### config.mk
export PLATFORM = sky130hd
export DESIGN_NAME = command_queue_flat
export DESIGN_NICKNAME = d
export VERILOG_FILES = /design/src/rtl/command_queue_if.sv /design/src/rtl/command_queue.sv /design/src/flat_wrapper.sv
export SDC_FILE = /design/constraint.sdc
export NUM_CORES = 1
export LEC_CHECK = 0
export BUFFER_PORTS_ARGS = -buffer_cell sky130_fd_sc_hd__buf_2
export CORE_MARGIN = 3
export CORE_UTILIZATION = 40
export CTS_CLUSTER_SIZE = 16
export DETAILED_ROUTE_END_ITERATION = 8
export REMOVE_ABC_BUFFERS = 1
export SLEW_MARGIN = 30
export SYNTH_ARGS = -nofsm -noshare
export SYNTH_HDL_FRONTEND = slang
export SYNTH_SLANG_ARGS = --single-unit
export TNS_END_PERCENT = 100
### constraint.sdc
create_clock -name clk -period 3.39 [get_ports clk]
set_input_delay 0.678 -clock clk [delete_from_list [all_inputs] [get_ports clk]]
set_output_delay 0.678 -clock clk [all_outputs]
set_load 0.01 [all_outputs]
### src/rtl/command_queue_if.sv
// rtl/command_queue_if.sv - command issue bus between command_queue and the core
//
// Purpose: groups the valid/ready command issue handshake and its payload.
// Signals:
//   out_valid  head entry present (driven by the queue)
//   out_ready  consumer accepts the head this cycle (driven by the core)
//   out_kind   head command kind
//   out_op1    head operand1
//   out_op2    head operand2
// Modports: master = queue side, slave = core side.
interface command_queue_if #(
  parameter int KIND_W = 3,
  parameter int OP1_W  = 4,
  parameter int OP2_W  = 8
);
  logic              out_valid;
  logic              out_ready;
  logic [KIND_W-1:0] out_kind;
  logic [OP1_W-1:0]  out_op1;
  logic [OP2_W-1:0]  out_op2;

  modport master (
    output out_valid,
    output out_kind,
    output out_op1,
    output out_op2,
    input  out_ready
  );

  modport slave (
    input  out_valid,
    input  out_kind,
    input  out_op1,
    input  out_op2,
    output out_ready
  );
endinterface

### src/rtl/command_queue.sv
// rtl/command_queue.sv - strobe-captured command FIFO feeding the core issue port
//
// Purpose: samples the pin-level command bundle on each 0->1 edge of in_strobe_i,
// discards NOP (kind 0) commands, buffers the rest in a DEPTH-entry circular FIFO
// and issues them over a valid/ready handshake. Reports occupancy and a sticky
// overflow flag for commands dropped while full.
// Optional feature: define CMD_QUEUE_SYNC_EN to pass in_strobe_i through a 2-flop
// synchronizer (command fields delayed to match, 3-cycle enqueue latency).
// Ports:
//   clk          clock, all state on rising edge
//   rst          asynchronous active-high reset
//   in_strobe_i  raw command strobe, each rising edge enqueues one command
//   in_kind_i    command kind at strobe
//   in_op1_i     operand1 at strobe
//   in_op2_i     operand2 at strobe
//   ovf_clr_i    synchronous clear of overflow_o
//   cmd_if       issue bus (master): out_valid/out_ready/out_kind/out_op1/out_op2
//   count_o      current occupancy
//   full_o       count_o == DEPTH
//   empty_o      count_o == 0
//   overflow_o   sticky: a command was dropped
module command_queue #(
  parameter int DEPTH  = 4,
  parameter int KIND_W = 3,
  parameter int OP1_W  = 4,
  parameter int OP2_W  = 8,
  localparam int PTR_W = $clog2(DEPTH),
  localparam int CNT_W = $clog2(DEPTH) + 1
) (
  input  logic              clk,
  input  logic              rst,
  input  logic              in_strobe_i,
  input  logic [KIND_W-1:0] in_kind_i,
  input  logic [OP1_W-1:0]  in_op1_i,
  input  logic [OP2_W-1:0]  in_op2_i,
  input  logic              ovf_clr_i,
  command_queue_if.master   cmd_if,
  output logic [CNT_W-1:0]  count_o,
  output logic              full_o,
  output logic              empty_o,
  output logic              overflow_o
);

  localparam int ENTRY_W = KIND_W + OP1_W + OP2_W;

  logic              strobe_s;
  logic [KIND_W-1:0] kind_s;
  logic [OP1_W-1:0]  op1_s;
  logic [OP2_W-1:0]  op2_s;

`ifdef CMD_QUEUE_SYNC_EN
  // Strobe synchronizer resets high so a strobe already high at reset release
  // is seen as level, not as an edge. Command fields ride a matching delay.
  logic              sync1_q, sync2_q;
  logic [KIND_W-1:0] kind1_q, kind2_q;
  logic [OP1_W-1:0]  op1_1_q, op1_2_q;
  logic [OP2_W-1:0]  op2_1_q, op2_2_q;

  always_ff @(posedge clk or posedge rst) begin
    if (rst) begin
      sync1_q <= 1'b1;
      sync2_q <= 1'b1;
      kind1_q <= '0;
      kind2_q <= '0;
      op1_1_q <= '0;
      op1_2_q <= '0;
      op2_1_q <= '0;
      op2_2_q <= '0;
    end else begin
      sync1_q <= in_strobe_i;
      sync2_q <= sync1_q;
      kind1_q <= in_kind_i;
      kind2_q <= kind1_q;
      op1_1_q <= in_op1_i;
      op1_2_q <= op1_1_q;
      op2_1_q <= in_op2_i;
      op2_2_q <= op2_1_q;
    end
  end

  assign strobe_s = sync2_q;
  assign kind_s   = kind2_q;
  assign op1_s    = op1_2_q;
  assign op2_s    = op2_2_q;
`else
  assign strobe_s = in_strobe_i;
  assign kind_s   = in_kind_i;
  assign op1_s    = in_op1_i;
  assign op2_s    = in_op2_i;
`endif

  logic [ENTRY_W-1:0] mem_q [DEPTH];

  logic             strobe_q, strobe_d;
  logic             arm_q, arm_d;
  logic [PTR_W-1:0] wr_ptr_q, wr_ptr_d;
  logic [PTR_W-1:0] rd_ptr_q, rd_ptr_d;
  logic [CNT_W-1:0] count_q, count_d;
  logic             overflow_q, overflow_d;

  logic push_req, is_cmd, pop, push, drop;
  logic full_w, empty_w;

  assign full_w  = (count_q == CNT_W'(DEPTH));
  assign empty_w = (count_q == '0);

  // strobe_q resets to 0, so the first cycle after reset would look like a
  // rising edge for a strobe held high. arm_q masks that cycle.
  assign push_req = strobe_s & ~strobe_q & arm_q;
  assign is_cmd   = (kind_s != '0);
  assign pop      = ~empty_w & cmd_if.out_ready;
  // A pop in the same cycle frees the head slot, so a full queue still accepts.
  assign push     = push_req & is_cmd & (~full_w | pop);
  assign drop     = push_req & is_cmd & full_w & ~pop;

  always_comb begin
    strobe_d   = strobe_s;
    arm_d      = 1'b1;
    wr_ptr_d   = wr_ptr_q;
    rd_ptr_d   = rd_ptr_q;
    count_d    = count_q;
    overflow_d = overflow_q;

    if (push) wr_ptr_d = wr_ptr_q + PTR_W'(1);
    if (pop)  rd_ptr_d = rd_ptr_q + PTR_W'(1);

    if (push & ~pop)      count_d = count_q + CNT_W'(1);
    else if (pop & ~push) count_d = count_q - CNT_W'(1);

    // A drop in the clearing cycle takes priority.
    if (drop)           overflow_d = 1'b1;
    else if (ovf_clr_i) overflow_d = 1'b0;
  end

  always_ff @(posedge clk or posedge rst) begin
    if (rst) begin
      strobe_q   <= 1'b0;
      arm_q      <= 1'b0;
      wr_ptr_q   <= '0;
      rd_ptr_q   <= '0;
      count_q    <= '0;
      overflow_q <= 1'b0;
    end else begin
      strobe_q   <= strobe_d;
      arm_q      <= arm_d;
      wr_ptr_q   <= wr_ptr_d;
      rd_ptr_q   <= rd_ptr_d;
      count_q    <= count_d;
      overflow_q <= overflow_d;
    end
  end

  // Storage is not reset; out_* are meaningful only while out_valid is high.
  always_ff @(posedge clk) begin
    if (push) mem_q[wr_ptr_q] <= {kind_s, op1_s, op2_s};
  end

  logic [ENTRY_W-1:0] head;
  assign head = mem_q[rd_ptr_q];

  assign cmd_if.out_valid = ~empty_w;
  assign cmd_if.out_kind  = head[ENTRY_W-1 -: KIND_W];
  assign cmd_if.out_op1   = head[OP2_W +: OP1_W];
  assign cmd_if.out_op2   = head[OP2_W-1:0];

  assign count_o    = count_q;
  assign full_o     = full_w;
  assign empty_o    = empty_w;
  assign overflow_o = overflow_q;

endmodule

### src/flat_wrapper.sv
// flat-port wrapper written by rule: the top's interface ports become plain ports
module command_queue_flat 
#(
  parameter int DEPTH  = 4,
  parameter int KIND_W = 3,
  parameter int OP1_W  = 4,
  parameter int OP2_W  = 8,
  localparam int PTR_W = $clog2(DEPTH),
  localparam int CNT_W = $clog2(DEPTH) + 1
)
  (clk, rst, in_strobe_i, in_kind_i, in_op1_i, in_op2_i, ovf_clr_i, count_o, full_o, empty_o, overflow_o, cmd_if_out_valid, cmd_if_out_kind, cmd_if_out_op1, cmd_if_out_op2, cmd_if_out_ready);
  command_queue_if #(.KIND_W(KIND_W), .OP1_W(OP1_W), .OP2_W(OP2_W)) cmd_if_i ();
  input  logic clk;
  input  logic rst;
  input  logic in_strobe_i;
  input  logic [KIND_W-1:0] in_kind_i;
  input  logic [OP1_W-1:0] in_op1_i;
  input  logic [OP2_W-1:0] in_op2_i;
  input  logic ovf_clr_i;
  output logic [CNT_W-1:0] count_o;
  output logic full_o;
  output logic empty_o;
  output logic overflow_o;
  output wire logic [$bits(cmd_if_i.out_valid)-1:0] cmd_if_out_valid;
  output wire logic [$bits(cmd_if_i.out_kind)-1:0] cmd_if_out_kind;
  output wire logic [$bits(cmd_if_i.out_op1)-1:0] cmd_if_out_op1;
  output wire logic [$bits(cmd_if_i.out_op2)-1:0] cmd_if_out_op2;
  input wire logic [$bits(cmd_if_i.out_ready)-1:0] cmd_if_out_ready;
  assign cmd_if_out_valid = cmd_if_i.out_valid;
  assign cmd_if_out_kind = cmd_if_i.out_kind;
  assign cmd_if_out_op1 = cmd_if_i.out_op1;
  assign cmd_if_out_op2 = cmd_if_i.out_op2;
  assign cmd_if_i.out_ready = cmd_if_out_ready;
  command_queue #(.DEPTH(DEPTH), .KIND_W(KIND_W), .OP1_W(OP1_W), .OP2_W(OP2_W)) u_core (.clk(clk), .rst(rst), .in_strobe_i(in_strobe_i), .in_kind_i(in_kind_i), .in_op1_i(in_op1_i), .in_op2_i(in_op2_i), .ovf_clr_i(ovf_clr_i), .cmd_if(cmd_if_i), .count_o(count_o), .full_o(full_o), .empty_o(empty_o), .overflow_o(overflow_o));
endmodule
## Yosys cells after proc, flatten, opt, wreduce, memory -nomap -nowiden

Memory sizes are Yosys's and may differ from the RTL's.
Cells that the tools add are included.

| word-level totals | value |
|---|---|
| bits of input ports | 20 |
| logic and storage cells | 37 |
| memories kept | 1 |
| bits in writable memories | 60 |
| output and inout port bits | 22 |
| register bits | 10 |

Memory list:

| name | words | bits a word | read ports | clocked after Yosys merged registers in | write ports | line | text |
|---|---|---|---|---|---|---|---|
| u_core.mem_q | 4 | 15 | 1 | 0 | 1 | command_queue.sv:92 | `logic [ENTRY_W-1:0] mem_q [DEPTH];` |

| cells by class | value |
|---|---|
| reduce and logical (&&, ||, !) cells | 4 |
| add/sub/neg operators | 4 |
| muxes and demuxes | 6 |
| equal/unequal tests | 1 |
| bitwise gates (word level) | 15 |

Operators by type and width:

| operator | count |
|---|---|
| $and 1x1->1 | 9 |
| $mux 3 | 2 |
| $not 1->1 | 5 |
| $add 2x1->2 const B | 2 |
| $mux 1 | 4 |
| $reduce_bool 2->1 | 2 |
| $add 3x1->3 const B | 1 |
| $eq 3x3->1 const B | 1 |
| $logic_not 3->1 | 1 |
| $reduce_bool 3->1 | 1 |
| $sub 3x1->3 const B | 1 |
| $or 1x1->1 | 1 |

## Depth between registers and ports, before layout

Gate-level depths: netlist of the first run.

| logic depth | value |
|---|---|
| depth after elaboration | 9 |
| mapped depth | 8 |
| mapped depth without buffers | 8 |

## Worst setup path after synthesis of the first run

OpenSTA, ideal clock, no wires.

| timing | value |
|---|---|
| path kind | register -> register |
| start point | register u_core.count_q[0], in the netlist u_core.count_o[0] |
| end point | register u_core.count_q[2], in the netlist u_core.count_o[2] |
| cell stages (with the launch flop) | 9 |
| setup time | 79 ps |
| clock period less this slack | 2123 ps |
| buffers on the path | 0 |
| data arrival time | 2044 ps |
| setup slack | 1267 ps |
| required time | 3311 ps |
| path through | dfrtp_1 -> or3_1 -> nand2_1 -> ha_1 -> inv_1 -> fa_1 -> xor2_1 -> nor2_1 -> xor2_1 |

| between the ends | value |
|---|---|
| longest elaborated chain between the ends | 8 |
| elaborated cells on any way between the ends | 16 |
| those cells by class | add/sub (2); eq/ne (1); mux (2); bitwise (9); reduce/logical (2) |

RTL lines:

| what | line | text |
|---|---|---|
| start: declaration | command_queue.sv:98 | `logic [CNT_W-1:0] count_q, count_d;` |
| start signal: assignment | command_queue.sv:148 | `count_q <= count_d;` |
| $logic_not 3->1 * | command_queue.sv:105 | `assign empty_w = (count_q == '0);` |
| $not 1->1 * | n/a |  |
| via cmd_if_out_valid | flat_wrapper.sv:24 | `output wire logic [$bits(cmd_if_i.out_valid)-1:0] cmd_if_out_valid;` |
| $and 1x1->1 * | command_queue.sv:111 | `assign pop = ~empty_w & cmd_if.out_ready;` |
| $or 1x1->1 | command_queue.sv:113 | `assign push = push_req & is_cmd & (~full_w \| pop);` |
| $and 1x1->1 | command_queue.sv:113 |  |
| $not 1->1 | command_queue.sv:128 | `else if (pop & ~push) count_d = count_q - CNT_W'(1);` |
| $and 1x1->1 | command_queue.sv:128 |  |
| $reduce_bool 2->1 (no line) | n/a |  |

Mark *: on every way through the listed nets, which the timed path passes. The rest lies on a longest branch. The select of a mux whose other input is x is not followed.
A chain may end at the register's enable or synchronous reset.

## Worst setup path in the final report of the first run

| timing | value |
|---|---|
| start point | register u_core.rd_ptr_q[1] |
| end point | output cmd_if_out_kind[2] |

| between the ends | value |
|---|---|
| longest elaborated chain between the ends | 1 |

RTL lines:

| what | line | text |
|---|---|---|
| start: declaration | command_queue.sv:97 | `logic [PTR_W-1:0] rd_ptr_q, rd_ptr_d;` |
| start signal: assignment | command_queue.sv:147 | `rd_ptr_q <= rd_ptr_d;` |
| $mem_v2 4x15 | n/a |  |
| end: declaration | flat_wrapper.sv:25 | `output wire logic [$bits(cmd_if_i.out_kind)-1:0] cmd_if_out_kind;` |

Every way passes these cells.

==> results.ini, run 1 <==
[status]
run_status = completed

[sta]
hold_ws_ps = 321
maxSlewViolCount = 0
post-route-worst-setup-slack_ps = 949
finalSetupViolCount = 0
hold_viol_final = 0
post-route-min-period_ps = 2440
max_freq_ghz = 0.410
finClkSkew_ps = 9.79
rsz0062_at_grt = no
final_worst_path_cycle_share = 0.720
tightestPinTransition_ps = 835
worst_slew_margin_relative_to_its_limit = 0.443
final.setup.tns_ps = 0

[flow_run]
maxCapViolCount = 0

[placement]
port-buffer-count = 41
pre_cts_worst_setup_slack_ps = 976
gpl.final_weighted_congestion = 0.759
place.detailed.hpwl_mm = 2.94

[clocking]
post-cts-setup-buffer-count = 0
clock_sink_count = 70
clock_tree.htree_level_count = 3
hold_buffers = 0
clock_latency_ps = 330
cts_buffer_depth = 2
clock_tree_from_tritoncts = done
cts-root-buf = clkbuf_8
cts.clk_slew.worst_paths_ps = 70
tritoncts_buffer_count = 9
ctsResizeCount = 0

[logic_synthesis]
synth_cell_types = 24
main_area_contributors_after_synthesis = edfxtp_1 66%, mux4_2 12%, dfrtp_1 9.2%
yosys_warnings = 0
syn_avg_cell_area_sq_um = 21.9
synthCells = 125
yosysSeqAreaShare = 0.751
synth-main-ff-cell = edfxtp_1
synth_seq_cells = 70
netlist_area_sq_mm = 0.00273
yosys.cell_count.top_type = edfxtp_1
ys_top_cells_by_count = 60 x edfxtp_1, 15 x mux4_2, 10 x dfrtp_1, 6 x inv_1, 5 x ha_1
ys_async_sr_fraction = 0.143
synth_enable_flop_cells = 60
top_area_cell_type_share_of_the_netlist_area = 0.660
yosys.area.top_type = edfxtp_1

[critical_path]
critPathSlowestCell = dfrtp_1
crit-reg2reg-launch = u_core.count_o[0]
startpoint_type = flop
path_max_fanout = 16
timing.reg2reg.worst_path_depth = 8
worstReg2RegEnd = u_core.count_o[2]
cp_top_family = flip-flops
critPathKind = reg -> out
worst-endpoint-arrival_ps = 1760
buffers_plus_inverters_on_the_worst_setup_path = 1
worstPathRequired_ps = 2710
max_stage_delay_ps = 850
crit_chain = mux4_2, buf_2
r2r_slack_ps = 1200
timing.critical_path.to_type = output port

[final_layout]
drive_above_1_share = 0.421
area_growth_pct = 16.7
fillerInstances = 539
final_core_utilization = 0.491
register_area_sq_mm = 0.00205
multiInputGateArea_sq_um = 624
nets = 200
antenna-diode-count = 0

[route]
route.detailed.vias_per_inst = 5.02
detail-route-antenna-nets = 0
drt_pre_antenna_iters = 4
wl_per_cell_um = 17.9
wl_mm = 4.56
num_vias = 1279
drc = 0
drt_iter0_drcs = 51

[pwr]
power.net_switching_w = 0.000679
clock_power_share = 0.255
net_sw_frac = 0.286
pwr-share-seq = 0.473
intPower_w = 0.00170
power.ir.vdd_worst_mv = 0.324
p_comb_frac = 0.272
powerDensity_mw_per_mm2 = 745
power.leakage_nw = 1.17

[grt]
global_route.overflow_total = 0
global_route.usage.total = 0.131
first_global_vias = 1412
global_route_wire_length_before_repair_mm = 7.28
initial_antenna_violation_count = 0
largest_net_degree_at_the_start_of_global_routing = 18

[die]
floorplan.rows = 29
boundaryPins = 42
dieHeight_um = 88.6
fp.dieArea_sq_mm = 0.00786
die_x_um = 88.6
core_sq_mm = 0.00649
floorplan.initialDensity = 0.421

[hold_path]
timing.hold.worst.class = in -> async

## area by class of cell
class,count,area share
clock buffers,10,0.0400
clock inverters,5,0.0161
inverters,6,0.00707
multi-input cells,45,0.196
flip-flops and latches,70,0.644
well taps,77,0.0302
repair buffers,42,0.0667
## state kept, by name (all words and copies together), names as in the netlist
signal             flops
u_core.rd_ptr_q        2
u_core.wr_ptr_q        2
u_core.arm_q           1
u_core.count_o         3
u_core.mem_q          60
u_core.strobe_q        1
u_core.overflow_o      1
## worst max path at each step
stage               cells past startpoint                from                  to  slack [ps]
floorplan                               1  u_core.rd_ptr_q[0]  cmd_if_out_kind[0]        1240
global placement                        4         in_strobe_i  u_core.mem_q[0][2]        1070
detailed placement                      9    cmd_if_out_ready   u_core.count_o[2]         980
CTS                                     2  u_core.rd_ptr_q[1]  cmd_if_out_kind[1]         900
global route                            2  u_core.rd_ptr_q[1]  cmd_if_out_kind[2]         850
finish                                  2  u_core.rd_ptr_q[1]  cmd_if_out_kind[2]         950
## power groups by stage
stage / logic, W / clock network (W) / registers, W
after floorplan: 0.000388 / 0 / 0.00116
after global placement: 0.000651 / 0 / 0.00113
after detailed placement: 0.000665 / 0 / 0.00114
after CTS: 0.000667 / 0.000632 / 0.00112
after global routing: 0.000718 / 0.000670 / 0.00114
final: 0.000646 / 0.000606 / 0.00112
## per-layer routing
layer / GRT usage / vias to the layer above / wire [um]
met5: 0 / - / 0
met2: 0.220 / 29 / 2450
li1: - / 584 / -
met3: 0.0419 / 6 / 192
met4: 0.0563 / 0 / 51
met1: 0.154 / 660 / 1870
## cells in the final DEF (no fill, tap or decap), types with 2 or more instances in the layout
| master | synthesis | routed |
|---|---|---|
| edfxtp_1 | 60 | 60 |
| buf_2 | 2 | 41 |
| mux4_2 | 15 | 15 |
| dfrtp_1 | 10 | 10 |
| clkbuf_8 | 0 | 9 |
| inv_1 | 6 | 6 |
| ha_1 | 5 | 5 |
| xnor2_1 | 4 | 4 |
| and2_1 | 4 | 4 |
| xor2_1 | 2 | 2 |
| nor2_1 | 2 | 2 |
| clkinv_2 | 0 | 2 |
## stage by stage
step                instances  power (W)  instance area, sq um
global route              255    0.00253                  3190
global placement          240    0.00179                  3010
finish                    255    0.00237                  3190
CTS                       255    0.00242                  3190
floorplan                 121    0.00155                  2700
detailed placement        240    0.00180                  3010
## worst reg2reg max path, stage by stage (launching register included)
cell and delay, ps:
dfrtp_1 490, or3_1 450, nand2_1 140, ha_1 200
inv_1 60, fa_1 380, xor2_1 150, nor2_1 120
xor2_1 150
## kinds of logic after synthesis
| logic type | share of synthesized area |
|---|---|
| xor gates and xnor gates | 0.0192 |
| buffers and inverters | 0.0202 |
| AOI/OAI and AO/OA | 0.00321 |
| adders and majority gates | 0.0302 |
| DFF | 0.751 |
| muxes | 0.133 |
| and+or+nand+nor | 0.0412 |
| other | 0.00137 |
No activity file was read; power rests on OpenSTA's default activity.
==> run 2, diff against run 1 <==
--- a/config.mk
+++ b/config.mk
@@ -5,6 +5,7 @@
 export SDC_FILE = /design/constraint.sdc
 export NUM_CORES = 1
 export LEC_CHECK = 0
+export ABC_AREA = 1
 export BUFFER_PORTS_ARGS = -buffer_cell sky130_fd_sc_hd__buf_2
 export CORE_MARGIN = 3
 export CORE_UTILIZATION = 40
==> constraint.sdc (replaced) <==
create_clock -name clk -period 2.2 [get_ports clk]
set_input_delay 0.44 -clock clk [delete_from_list [all_inputs] [get_ports clk]]
set_output_delay 0.44 -clock clk [all_outputs]
set_load 0.01 [all_outputs]
==> run 2 against run 1 <==
Net effect: critical path depth up 2; highest routed layer unchanged; critical path type unchanged; critical endpoint unchanged; combinational power up 100%; count of clock-buffer cells in the layout down 1; sequential power up 51%.
==> results.ini, run 2 <==
[final_layout]
final_core_utilization = 0.509
area_growth_pct = 19.3
antenna-diode-count = 0
final_common_cell = edfxtp_1
drive_above_1_share = 0.279
nets = 290
largest_register_ffs = 60
design_area_sq_mm = 0.00334
fillerInstances = 585
multiInputGateArea_sq_um = 628
regMostFlops = u_core.mem_q
layout.cells.most_common_list = 60 x edfxtp_1, 41 x buf_2, 35 x nor2_1, 23 x o21ai_1, 18 x inv_1
register_area_sq_mm = 0.00205

[sta]
hold_ws_ps = 68.1
maxSlewViolCount = 0
post-route-min-period_ps = 2030
rsz0062_at_grt = no
finalSetupViolCount = 0
finClkSkew_ps = 9.15
max_freq_ghz = 0.493
hold_viol_final = 0
final.setup.tns_ps = 0
final_worst_path_cycle_share = 0.922

[hold_path]
timing.hold.worst.class = in -> async

[logic_synthesis]
main_area_contributors_after_synthesis = edfxtp_1 64%, dfrtp_1 8.9%, nor2_1 4.7%
synth_enable_flop_cells = 60
ys_top_cells_by_count = 60 x edfxtp_1, 35 x nor2_1, 23 x o21ai_1, 18 x inv_1, 16 x o22ai_1
netlist_area_sq_mm = 0.00280
yosys_warnings = 0
yosys.cell_count.top_type = edfxtp_1
ys_async_sr_fraction = 0.143
synthCells = 212
synth_cell_types = 23
synth_seq_cells = 70
top_area_cell_type_share_of_the_netlist_area = 0.643
synth-main-ff-cell = edfxtp_1
yosysSeqAreaShare = 0.733
yosys.area.top_type = edfxtp_1
syn_avg_cell_area_sq_um = 13.2

[critical_path]
critPathKind = reg -> out
max_stage_delay_ps = 390
worstReg2RegEnd = u_core.count_o[1]
timing.reg2reg.worst_path_depth = 8
r2r_slack_ps = 260
worstPathRequired_ps = 1760
worst-endpoint-arrival_ps = 1590
timing.critical_path.to_type = output port
startpoint_type = flop
crit-reg2reg-launch = u_core.count_o[0]
path_max_fanout = 31
crit_chain = buf_4, o21ai_0, o22ai_1, buf_2
critPathSlowestCell = dfrtp_1

[route]
route.detailed.vias_per_inst = 4.66
detail-route-antenna-nets = 0
num_vias = 1687
drt_pre_antenna_iters = 4
drt_iter0_drcs = 82
drc = 0
wl_mm = 5.09
wl_per_cell_um = 14.1

[clocking]
clock_tree_from_tritoncts = done
tritoncts_buffer_count = 9
post-cts-setup-buffer-count = 0
hold_buffers = 0
ctsResizeCount = 0
clock_latency_ps = 340
cts_buffer_depth = 2
clock_sink_count = 70
cts-root-buf = clkbuf_8
cts.clk_slew.worst_paths_ps = 80
clock_tree.htree_level_count = 3

[die]
fp.dieArea_sq_mm = 0.00804
boundaryPins = 42
core_sq_mm = 0.00657
floorplan.initialDensity = 0.426
dieHeight_um = 89.7
die_x_um = 89.7
floorplan.rows = 29

[grt]
top_usage_layer = met2
global_route.usage.total = 0.137
first_global_vias = 1537
met1_usage = 0.187
global_route_wire_length_before_repair_mm = 7.85
grt_util_met3 = 0.0310
initial_antenna_violation_count = 0
grt_use_met2 = 0.206
largest_net_degree_at_the_start_of_global_routing = 32
global_route.overflow_total = 0

[pwr]
power.ir.vdd_worst_mv = 0.495
finalPower_w = 0.00400
power.leakage_nw = 1.29
powerDensity_mw_per_mm2 = 1200

[placement]
port-buffer-count = 41
gpl.final_weighted_congestion = 0.764
place.detailed.hpwl_mm = 3.14
dpl_cell_area_sq_mm = 0.00314

[status]
run_status = completed

[flow_run]
maxCapViolCount = 0

## run 2: cell types whose count changed in the layout (fill, tap and decap cells not counted), sizes merged, moves of 12 or more
| cell | before | now |
|---|---|---|
| o22ai | 0 | 16 |
| o21ai | 0 | 31 |
| nor2 | 2 | 37 |
| nand2 | 1 | 13 |
| inv | 6 | 21 |
| mux4 | 15 | 0 |
## run 2: power by group
group	internal, W	switching, W
registers	0.00156	0.000124
clock network	0.000527	0.000480
logic	0.000505	0.000804
total	0.00259	0.00141
## run 2: per-stage QoR
step / setup slack, ps / std cells
6_report: 173 / 362
5_1_grt: 8.52 / 362
4_1_cts: 59.1 / 362
3_5_place_dp: 166 / 346
3_3_place_gp: 212 / 346
2_1_floorplan: 260 / 204
## run 2: how the worst max path moves through the flow
stage	startpoint	to	depth (start not counted)
finish	u_core.rd_ptr_q[0]	cmd_if_out_kind[2]	4
global placement	in_kind_i[1]	u_core.count_o[1]	9
CTS	u_core.rd_ptr_q[1]	cmd_if_out_op2[6]	4
detailed placement	in_kind_i[1]	u_core.count_o[1]	9
global route	u_core.rd_ptr_q[0]	cmd_if_out_kind[1]	4
floorplan	u_core.count_o[0]	u_core.count_o[1]	8
## run 2: area by class of cell
class,instances,area share
Sequential cell,70,0.615
Multi-Input combinational cell,114,0.188
Timing Repair Buffer,49,0.0794
Tap cell,93,0.0348
Clock inverter,7,0.0221
Clock buffer,9,0.0371
Inverter,20,0.0240
## run 2: worst max-delay path, delay by kind of cell, from the launching register on
family          cells  cell delay, ps
buf+inv             2             500
flops               1             390
compound gates      2             360
## run 2: kinds of logic after synthesis
family,share of synthesized area
AOI/OAI and AO/OA,0.0912
xor gates and xnor gates,0.00939
adders and majority gates,0.0295
buffers and inverters,0.0429
DFF,0.733
muxes,0.00402
other,0.00134
and+or+nand+nor,0.0889
## run 2: layer usage
layer  vias up  share of wire
met3         5          0.035
met1       793           0.48
met2        33           0.47
li1        856              -
met5         -              0
met4         0         0.0094
